--- src/rtl/seg_pkg.sv ---
// seg_pkg: shared glyphs, constants and state encodings for the seven-segment scanner
package seg_pkg;
    localparam logic MODE_HEX = 1'b0;
    localparam logic MODE_DEC = 1'b1;
    localparam logic [6:0] SEG_BLANK = 7'h7F;
    localparam logic [6:0] SEG_DASH = 7'b0111111;
    localparam logic [6:0] SEG_TABLE [16] = '{
        7'b1000000, 7'b1111001, 7'b0100100, 7'b0110000,
        7'b0011001, 7'b0010010, 7'b0000010, 7'b1111000,
        7'b0000000, 7'b0010000, 7'b0001000, 7'b0000011,
        7'b1000110, 7'b0100001, 7'b0000110, 7'b0001110
    };
    typedef enum logic {ST_IDLE, ST_SHIFT} conv_state_t;
    function automatic logic [6:0] hex_to_seg(input logic [3:0] h);
        return SEG_TABLE[h];
    endfunction
endpackage

--- src/rtl/bin2bcd_seq.sv ---
// bin2bcd_seq: sequential double-dabble converter, one input bit per clock
module bin2bcd_seq
    import seg_pkg::*;
#(
    parameter int BIN_W  = 14,
    parameter int DIGITS = 4
) (
    input  logic                clk,
    input  logic                rst,
    input  logic                start,
    input  logic [BIN_W-1:0]    bin,
    output logic                busy,
    output logic                done,
    output logic [4*DIGITS-1:0] bcd,
    output logic                ovf
);
    // One spare digit above the display width guarantees an overflow field always exists
    localparam int ND = (((BIN_W + 2) / 3 > DIGITS) ? (BIN_W + 2) / 3 : DIGITS) + 1;
    localparam int NW = 4 * ND;
    localparam int CW = $clog2(BIN_W + 1);

    conv_state_t      state_q, state_d;
    logic [NW-1:0]    bcd_q, bcd_d, adj, step;
    logic [BIN_W-1:0] bin_q, bin_d;
    logic [CW-1:0]    cnt_q, cnt_d;

    assign busy = state_q == ST_SHIFT;
    assign done = busy && cnt_q == CW'(BIN_W - 1);
    assign step = (adj << 1) | NW'(bin_q[BIN_W-1]);
    assign bcd  = step[4*DIGITS-1:0];
    assign ovf  = |step[NW-1:4*DIGITS];

    // Add-3 correction of every BCD digit of 5 or more before the shift
    always_comb begin
        adj = bcd_q;
        for (int k = 0; k < ND; k++)
            if (bcd_q[4*k +: 4] >= 4'd5) adj[4*k +: 4] = bcd_q[4*k +: 4] + 4'd3;
    end

    // Next state: load on start, then shift one bit per cycle until the last bit
    always_comb begin
        state_d = state_q;
        bcd_d   = bcd_q;
        bin_d   = bin_q;
        cnt_d   = cnt_q;
        if (state_q == ST_IDLE) begin
            if (start) begin
                state_d = ST_SHIFT;
                bcd_d   = '0;
                bin_d   = bin;
                cnt_d   = '0;
            end
        end else begin
            bcd_d   = step;
            bin_d   = bin_q << 1;
            cnt_d   = cnt_q + 1'b1;
            state_d = done ? ST_IDLE : ST_SHIFT;
        end
    end

    // State registers with synchronous active-low reset
    always_ff @(posedge clk) begin
        if (!rst) begin
            state_q <= ST_IDLE;
            bcd_q   <= '0;
            bin_q   <= '0;
            cnt_q   <= '0;
        end else begin
            state_q <= state_d;
            bcd_q   <= bcd_d;
            bin_q   <= bin_d;
            cnt_q   <= cnt_d;
        end
    end
endmodule

--- src/rtl/seg_scan_display.sv ---
// seg_scan_display: N-digit multiplexed hex/decimal seven-segment scanner
// Define SEG_BLINK_EN to add the blink_mask input and its blink-phase counter.
module seg_scan_display
    import seg_pkg::*;
#(
    parameter int DIGITS     = 4,
    parameter int BIN_W      = 14,
    parameter int SCAN_DIV_W = 16,
    parameter int PWM_W      = 4
) (
    input  logic              clk,
    input  logic              rst,
    input  logic [BIN_W-1:0]  value_in,
    input  logic              load,
    input  logic              mode,
    input  logic [DIGITS-1:0] dp_in,
    input  logic              blank_lz,
    input  logic [PWM_W-1:0]  brightness,
`ifdef SEG_BLINK_EN
    input  logic [DIGITS-1:0] blink_mask,
`endif
    output logic              busy,
    output logic              overflow,
    output logic [6:0]        display,
    output logic              dp,
    output logic [DIGITS-1:0] digit
);
    localparam int IW = (DIGITS > 1) ? $clog2(DIGITS) : 1;

    logic                  accept, conv_done, conv_ovf, scan_tick, lz;
    logic [4*DIGITS-1:0]   shadow_q, conv_bcd;
    logic [SCAN_DIV_W-1:0] div_q;
    logic [IW-1:0]         idx_q;
    logic [PWM_W-1:0]      phase;
    logic [3:0]            nib;
    logic [6:0]            seg_d;
    logic                  dp_d;
    logic [DIGITS-1:0]     digit_d;

    assign accept    = load && !busy;
    assign scan_tick = &div_q;
    assign phase     = div_q[SCAN_DIV_W-1 -: PWM_W];

    bin2bcd_seq #(.BIN_W(BIN_W), .DIGITS(DIGITS)) u_conv (
        .clk  (clk),
        .rst  (rst),
        .start(accept && mode == MODE_DEC),
        .bin  (value_in),
        .busy (busy),
        .done (conv_done),
        .bcd  (conv_bcd),
        .ovf  (conv_ovf)
    );

    // Shadow register: hex loads land at once, decimal results only on commit
    always_ff @(posedge clk) begin
        if (!rst) begin
            shadow_q <= '0;
            overflow <= 1'b0;
        end else if (accept && mode == MODE_HEX) begin
            shadow_q <= (4*DIGITS)'(value_in);
            overflow <= 1'b0;
        end else if (conv_done) begin
            shadow_q <= conv_bcd;
            overflow <= conv_ovf;
        end
    end

    // Free-running scan divider; its wrap advances the digit index
    always_ff @(posedge clk) begin
        if (!rst) begin
            div_q <= '0;
            idx_q <= '0;
        end else begin
            div_q <= div_q + 1'b1;
            if (scan_tick) idx_q <= (idx_q == IW'(DIGITS - 1)) ? '0 : idx_q + 1'b1;
        end
    end

`ifdef SEG_BLINK_EN
    logic [SCAN_DIV_W+5:0] blink_cnt_q;
    logic                  blink_q;

    // Slow blink phase toggling once per counter wrap
    always_ff @(posedge clk) begin
        if (!rst) begin
            blink_cnt_q <= '0;
            blink_q     <= 1'b0;
        end else begin
            blink_cnt_q <= blink_cnt_q + 1'b1;
            if (&blink_cnt_q) blink_q <= ~blink_q;
        end
    end
`endif

    // Glyph, decimal point and PWM-gated anode for the digit being scanned
    always_comb begin
        nib     = shadow_q[4*idx_q +: 4];
        lz      = blank_lz && idx_q != '0 && (shadow_q >> {idx_q, 2'b00}) == '0;
        seg_d   = overflow ? SEG_DASH : lz ? SEG_BLANK : hex_to_seg(nib);
        dp_d    = overflow | ~dp_in[idx_q];
`ifdef SEG_BLINK_EN
        if (blink_q && blink_mask[idx_q]) begin
            seg_d = SEG_BLANK;
            dp_d  = 1'b1;
        end
`endif
        digit_d = (phase <= brightness) ? ~(DIGITS'(1) << idx_q) : '1;
    end

    // Registered display outputs, all off in reset
    always_ff @(posedge clk) begin
        if (!rst) begin
            display <= SEG_BLANK;
            dp      <= 1'b1;
            digit   <= '1;
        end else begin
            display <= seg_d;
            dp      <= dp_d;
            digit   <= digit_d;
        end
    end
endmodule

--- config.mk ---
export PLATFORM = sky130hd
export DESIGN_NAME = seg_scan_display
export DESIGN_NICKNAME = d
export VERILOG_FILES = /design/src/rtl/seg_pkg.sv /design/src/rtl/bin2bcd_seq.sv /design/src/rtl/seg_scan_display.sv
export SDC_FILE = /design/constraint.sdc
export NUM_CORES = 1
export LEC_CHECK = 0
export BUFFER_PORTS_ARGS = -buffer_cell sky130_fd_sc_hd__buf_2
export CAP_MARGIN = 20
export CORE_ASPECT_RATIO = 2
export CORE_MARGIN = 5
export CORE_UTILIZATION = 49
export DETAILED_ROUTE_END_ITERATION = 16
export PLACE_DENSITY = 0.66
export SLEW_MARGIN = 20
export SYNTH_ARGS = -nofsm -noshare
export SYNTH_HDL_FRONTEND = slang
export SYNTH_HIERARCHICAL = 1
export SYNTH_SLANG_ARGS = --single-unit
--- constraint.sdc ---
create_clock -name clk -period 6.5 [get_ports clk]
set_clock_uncertainty 0.15 [all_clocks]
set_input_delay 0.975 -clock clk [delete_from_list [all_inputs] [get_ports clk]]
set_output_delay 0.975 -clock clk [all_outputs]
set_load 0.02 [all_outputs]
[Word level (Yosys, flattened, before mapping)]
Memories as Yosys holds them, arrays and structs flattened.
Index checks and enable logic that the tools add are counted.
Storage, ports and cells
  input port bits: 27
  ROM bits: 112
  register bits: 90
  memories: 1
Cells by class
  shift-type cells: 3
  reduce and logical (&&, ||, !) cells: 17
  bitwise gates (word level): 7
  magnitude comparators: 9
  mux-type cells: 24
  equal/unequal tests: 2
  add/sub/neg operators: 9
Memory list
  (name not given): depth 16, width 7, read ports 1, clocked after memory_dff 0, write ports 0, RTL line seg_pkg.sv:15  | return SEG_TABLE[h];
Operators with widths (count)
  14-bit 2-to-1 mux: 4
  24-bit 2-to-1 mux: 2
  4-bit 2-to-1 mux: 7
  7-bit 2-to-1 mux: 4
  4-bit by 3-bit >= comparator with 1-bit output (second input constant): 6
  24-bit by 1-bit OR with 24-bit output: 1
  4-bit by 2-bit adder with 4-bit output (second input constant): 5
  16-bit by 1-bit adder with 16-bit output (second input constant): 1
  16-bit zero test: 1
  16-bit AND reduction: 1
  16-bit by 5-bit indexed part select with 4-bit output: 1
  16-bit by 4-bit right shift with 16-bit output: 1
  8-bit OR reduction: 1
  1-bit logical AND: 6
  2-bit nonzero test: 3
  5-bit >= comparator (second input constant): 1
  4-bit NOT with 5-bit output: 1
  4-bit by 1-bit adder with 4-bit output (second input constant): 1
  4-bit == test (second input constant): 1
  4-bit less-or-equal comparator: 1
  1-bit 2-to-1 mux: 4
  4-bit NOT: 1
  2-bit OR reduction: 2
  1-bit by 2-bit << shifter with 4-bit output (first input constant): 1
  12 further kinds: 14

[Depth between registers and ports, before layout]
  depth in word-level cells: 7
  mapped depth: 9
  mapped depth without buffers: 8

[Cells and area by module]
The synthesis kept the hierarchy.
By module, submodules not included
  bin2bcd_seq: sequential area each 860.8 um2, area each 2503.7 um2, instances 1, cells each 292
  seg_scan_display: sequential area each 940.9 um2, area each 2447.3 um2, instances 1, cells each 243

[Worst setup path before layout]
OpenSTA, ideal clock, no wires.
  path kind: reg-to-reg
  start point: reg idx_q[0]
  end point: reg display[3]
  cell stages (with the launch flop): 10
  arrival: 2.209 ns
  slack: 4.062 ns
  setup time: 0.079 ns
  clock period less this slack: 2.438 ns
  cells stage by stage: dfxtp_1 > buf_6 > mux4_1 > inv_1 > ha_1 > nor4b_1 > nand2_1 > a211oi_1 > nor3b_1 > o211ai_1
Between the ends
  longest elaborated chain between the ends: 5
  elaborated cells on any way between the ends: 11
  classes of those cells: 2 x shift; 2 x mux; 1 x bitwise; 5 x reduce/logical; 1 x memory
Ends and longest elaborated chain
  start: declaration: RTL line seg_scan_display.sv:33  | logic [IW-1:0] idx_q;
  start signal: assignment: RTL line seg_scan_display.sv:76  | if (scan_tick) idx_q <= (idx_q == IW'(DIGITS - 1)) ? '0 : idx_q + 1'b1;
  16-bit by 5-bit indexed part select with 4-bit output: RTL line seg_scan_display.sv:98  | nib = shadow_q[4*idx_q +: 4];
  4-bit NOT with 5-bit output (not written as such): RTL line seg_pkg.sv:15
  memory 16 x 7 bit
  7-bit 2-to-1 mux (not written as such) (2 in series): RTL line seg_pkg.sv:15
  end signal: assignment: RTL line seg_scan_display.sv:118  | display <= seg_d;
  end: declaration: RTL line seg_scan_display.sv:24  | output logic [6:0] display,
Parallel ways exist; a longest one is shown, timed or not. The select of a mux whose other input is x is not followed.
A chain may end at the register's enable or synchronous reset.

[Final worst setup path]
  start point: reg idx_q[0]
  end point: reg display[4]
The elaborated chain is that of the path after synthesis.

==> results.sh <==
export IMPL_grt_pass1_vias=3906
export IMPL_grt_use_total_pct=19.0
export IMPL_netlist_area_mm2=0.00495
export IMPL_num_rows=52
export IMPL_worst_pin_slew_ps=1070
export IMPL_htreeDepth=3
export IMPL_cts_setup_buffers=0
export IMPL_wire_per_inst_um=16.1
export IMPL_leakagePower_uw=0.00221
export IMPL_dieWidth_um=81.1
export IMPL_syn_inst=535
export IMPL_holdBufCountCts=0
export IMPL_diodes=0
export IMPL_antenna_left=0
export IMPL_hold_class="flop to flop"
export IMPL_synth_edf_count=0
export IMPL_tritoncts="done"
export IMPL_seqPwrFrac_pct=47.2
export IMPL_synthArstFlopShare_pct=0
export IMPL_ios=41
export IMPL_drc=0
export IMPL_relSlewSlack_pct=28.4
export IMPL_yosysTopAreaCell="dfxtp_1"
export IMPL_crit_required_ps=6610
export IMPL_chipHeight_um=152
export IMPL_coreArea_mm2=0.0100
export IMPL_ctsResizeCount=0
export IMPL_finalHoldViolations=0
export IMPL_areaGrowthSynthToFinish_pct=10.8
export IMPL_dieArea_mm2=0.0123
export IMPL_critPathArrivalTime_ps=2960
export IMPL_post_dp_hpwl_um=8150
export IMPL_final_nets=611
export IMPL_synthTopCellsByArea="dfxtp_1, mux2i_1, ha_1"
export IMPL_total_power_uw=1240
export IMPL_path_cells="mux4_1 > inv_1 > ha_1 > nor4b_1 > nand2_1 > a211oi_1 > nor3b_1 > o221ai_1"
export IMPL_setup_viol=0
export IMPL_max_stage_delay_ps=720
export IMPL_synth_most_common_cell="dfxtp_1"
export IMPL_fmax_ghz=0.351
export IMPL_period_share_pct=43.8
export IMPL_combPwrFrac_pct=9.5
export IMPL_synth_commonest_cells="dfxtp_1, nand2_1, mux2i_1"
export IMPL_drt_initial_drc_count=132
export IMPL_drv_cap=0
export IMPL_dpl_cell_area_mm2=0.00518
export IMPL_ir_drop_mv=0.214
export IMPL_start_kind="flop"
export IMPL_wirelength_um=11200
export IMPL_utilization_pct=54.7
export IMPL_first_pass_iters=5
export IMPL_syn_nets=590
export IMPL_cpMaxStageDelayCell="mux4_1"
export IMPL_initial_core_util_pct=49.4
export IMPL_synth_ff_type="dfxtp_1"
export IMPL_synth_top_cell_area_share_pct=36.4
export IMPL_internal_power_uw=928
export IMPL_p_per_area_mw_per_mm2=226
export IMPL_drv_slew=0
export IMPL_layout_drive_gt1_share_pct=15.7
export IMPL_grt_max_degree=82
export IMPL_place_gp_congestion=0.910
export IMPL_end_kind="flop"
export IMPL_antenna_found_initial=0
export IMPL_finalInstanceArea_mm2=0.00549
export IMPL_netSwitchingFraction_pct=25.0
export IMPL_synth_seq_cells=90
export IMPL_cts_buffers=9
export IMPL_avgSynthCellArea_um2=9.25
export IMPL_path_class="flop to flop"
export IMPL_clock_latency_ps=340
export IMPL_ys_types=60
export IMPL_synth_seq_area_share_pct=36.4
export IMPL_io_buffers=40
export IMPL_grt_pass1_wl_um=18100
export IMPL_crit_path_max_fanout=10
export IMPL_vias_per_cell=5.51
export IMPL_worst_slack_ps=3650
export IMPL_rsz0062_at_grt="no"
export IMPL_clock_power_share_pct=43.3
export IMPL_ys_warn_count=6
export IMPL_clkTransAtPathRegs_ps=70
export IMPL_grt_overflow=0
export IMPL_status="completed"
export IMPL_layout_min_cycle_time_ps=2850
export IMPL_setup_tns_ps=0
export IMPL_root_buffer="clkbuf_16"
export IMPL_vias=3834
export IMPL_place_ws_ps=3650
export IMPL_power_net_switching_uw=309
export IMPL_cts_sinks=90
export IMPL_cts_max_path_buffers=2
==> state kept, by name (all words and copies together), names as in the netlist, 2 cells and up <==
register      count
u_conv/bcd_q     24
digit             4
display           7
div_q            16
shadow_q         16
u_conv/bin_q     14
idx_q             2
u_conv/cnt_q      4
==> layer usage <==
layer | vias up | track usage (%) | part of all wire, %
met5 | - | 0 | 0
met4 | 0 | 11.9 | 5.3
met3 | 36 | 3.02 | 2.9
met2 | 63 | 35.3 | 55
met1 | 1812 | 18.5 | 37
li1 | 1923 | - | -
==> worst max-delay path: cells and delay by family, from the launching register on <==
kind / cells / cell delay (ps)
buf+inv: 1 / 150
flops: 1 / 610
simple gates: 3 / 510
compound gates: 2 / 390
fa+ha+maj: 1 / 230
mux: 1 / 720
==> power groups by stage <==
stage	combinational (uW)	sequential, uW	clock, uW
after global placement	115	596	0
final	118	584	536
after detailed placement	119	596	0
after floorplan	79.4	598	0
after global routing	131	585	567
after CTS	119	584	545
==> final timing paths <==
path                                            start                    end  slack, ps  cells past startpoint
worst min register to register    div_q[0]$_SDFF_PN0_    div_q[0]$_SDFF_PN0_        310                      1
worst max register to register  idx_q[0]$_SDFFE_PN0P_  display[4]$_SDFF_PP1_       3650                      8
worst max-delay path            idx_q[0]$_SDFFE_PN0P_  display[4]$_SDFF_PP1_       3650                      8
worst min-delay path              div_q[0]$_SDFF_PN0_    div_q[0]$_SDFF_PN0_        310                      1
==> kinds of logic (layout without fill, tap and decap cells) <==
kind of cell	count (synthesis)	in the layout	share of synthesized area [%]
XOR/XNOR	18	18	3.18
AO/OA/AOI/OAI	107	107	15.0
flip-flops	90	90	36.4
multiplexers	48	48	11.3
buffers and inverters	60	86	5.33
AND/OR/NAND/NOR	184	184	21.7
adder cells (fa/ha/maj)	28	28	7.08
==> through the flow <==
stage | hold WS (ps) | instances
3_3_place_gp | 285 | 680
4_1_cts | 319 | 696
2_1_floorplan | 270 | 535
5_1_grt | 355 | 696
3_5_place_dp | 308 | 680
6_report | 313 | 696
==> cells in the final DEF (no fill, tap or decap), types with 9 or more instances in the layout <==
cell type,n
nand2_1,44
nor2_1,11
nor3b_1,18
and2_1,30
buf_2,40
nand3_1,11
nor2b_1,14
mux2i_1,41
xnor2_1,13
ha_1,28
o21ai_0,35
o211a_1,14
inv_1,27
a21oi_1,13
dfxtp_1,89
nand2b_1,12
clkbuf_16,9
==> layout make-up <==
cell class | instances | area, um^2
multi-input cells | 385 | 2890
inverters | 27 | 101
repair buffers | 43 | 223
clock inverters | 6 | 65.1
well taps | 135 | 169
fillers | 957 | 4530
clock buffers | 10 | 239
flip-flops and latches | 90 | 1800
Note: power is estimated with default switching activity, not from simulation.
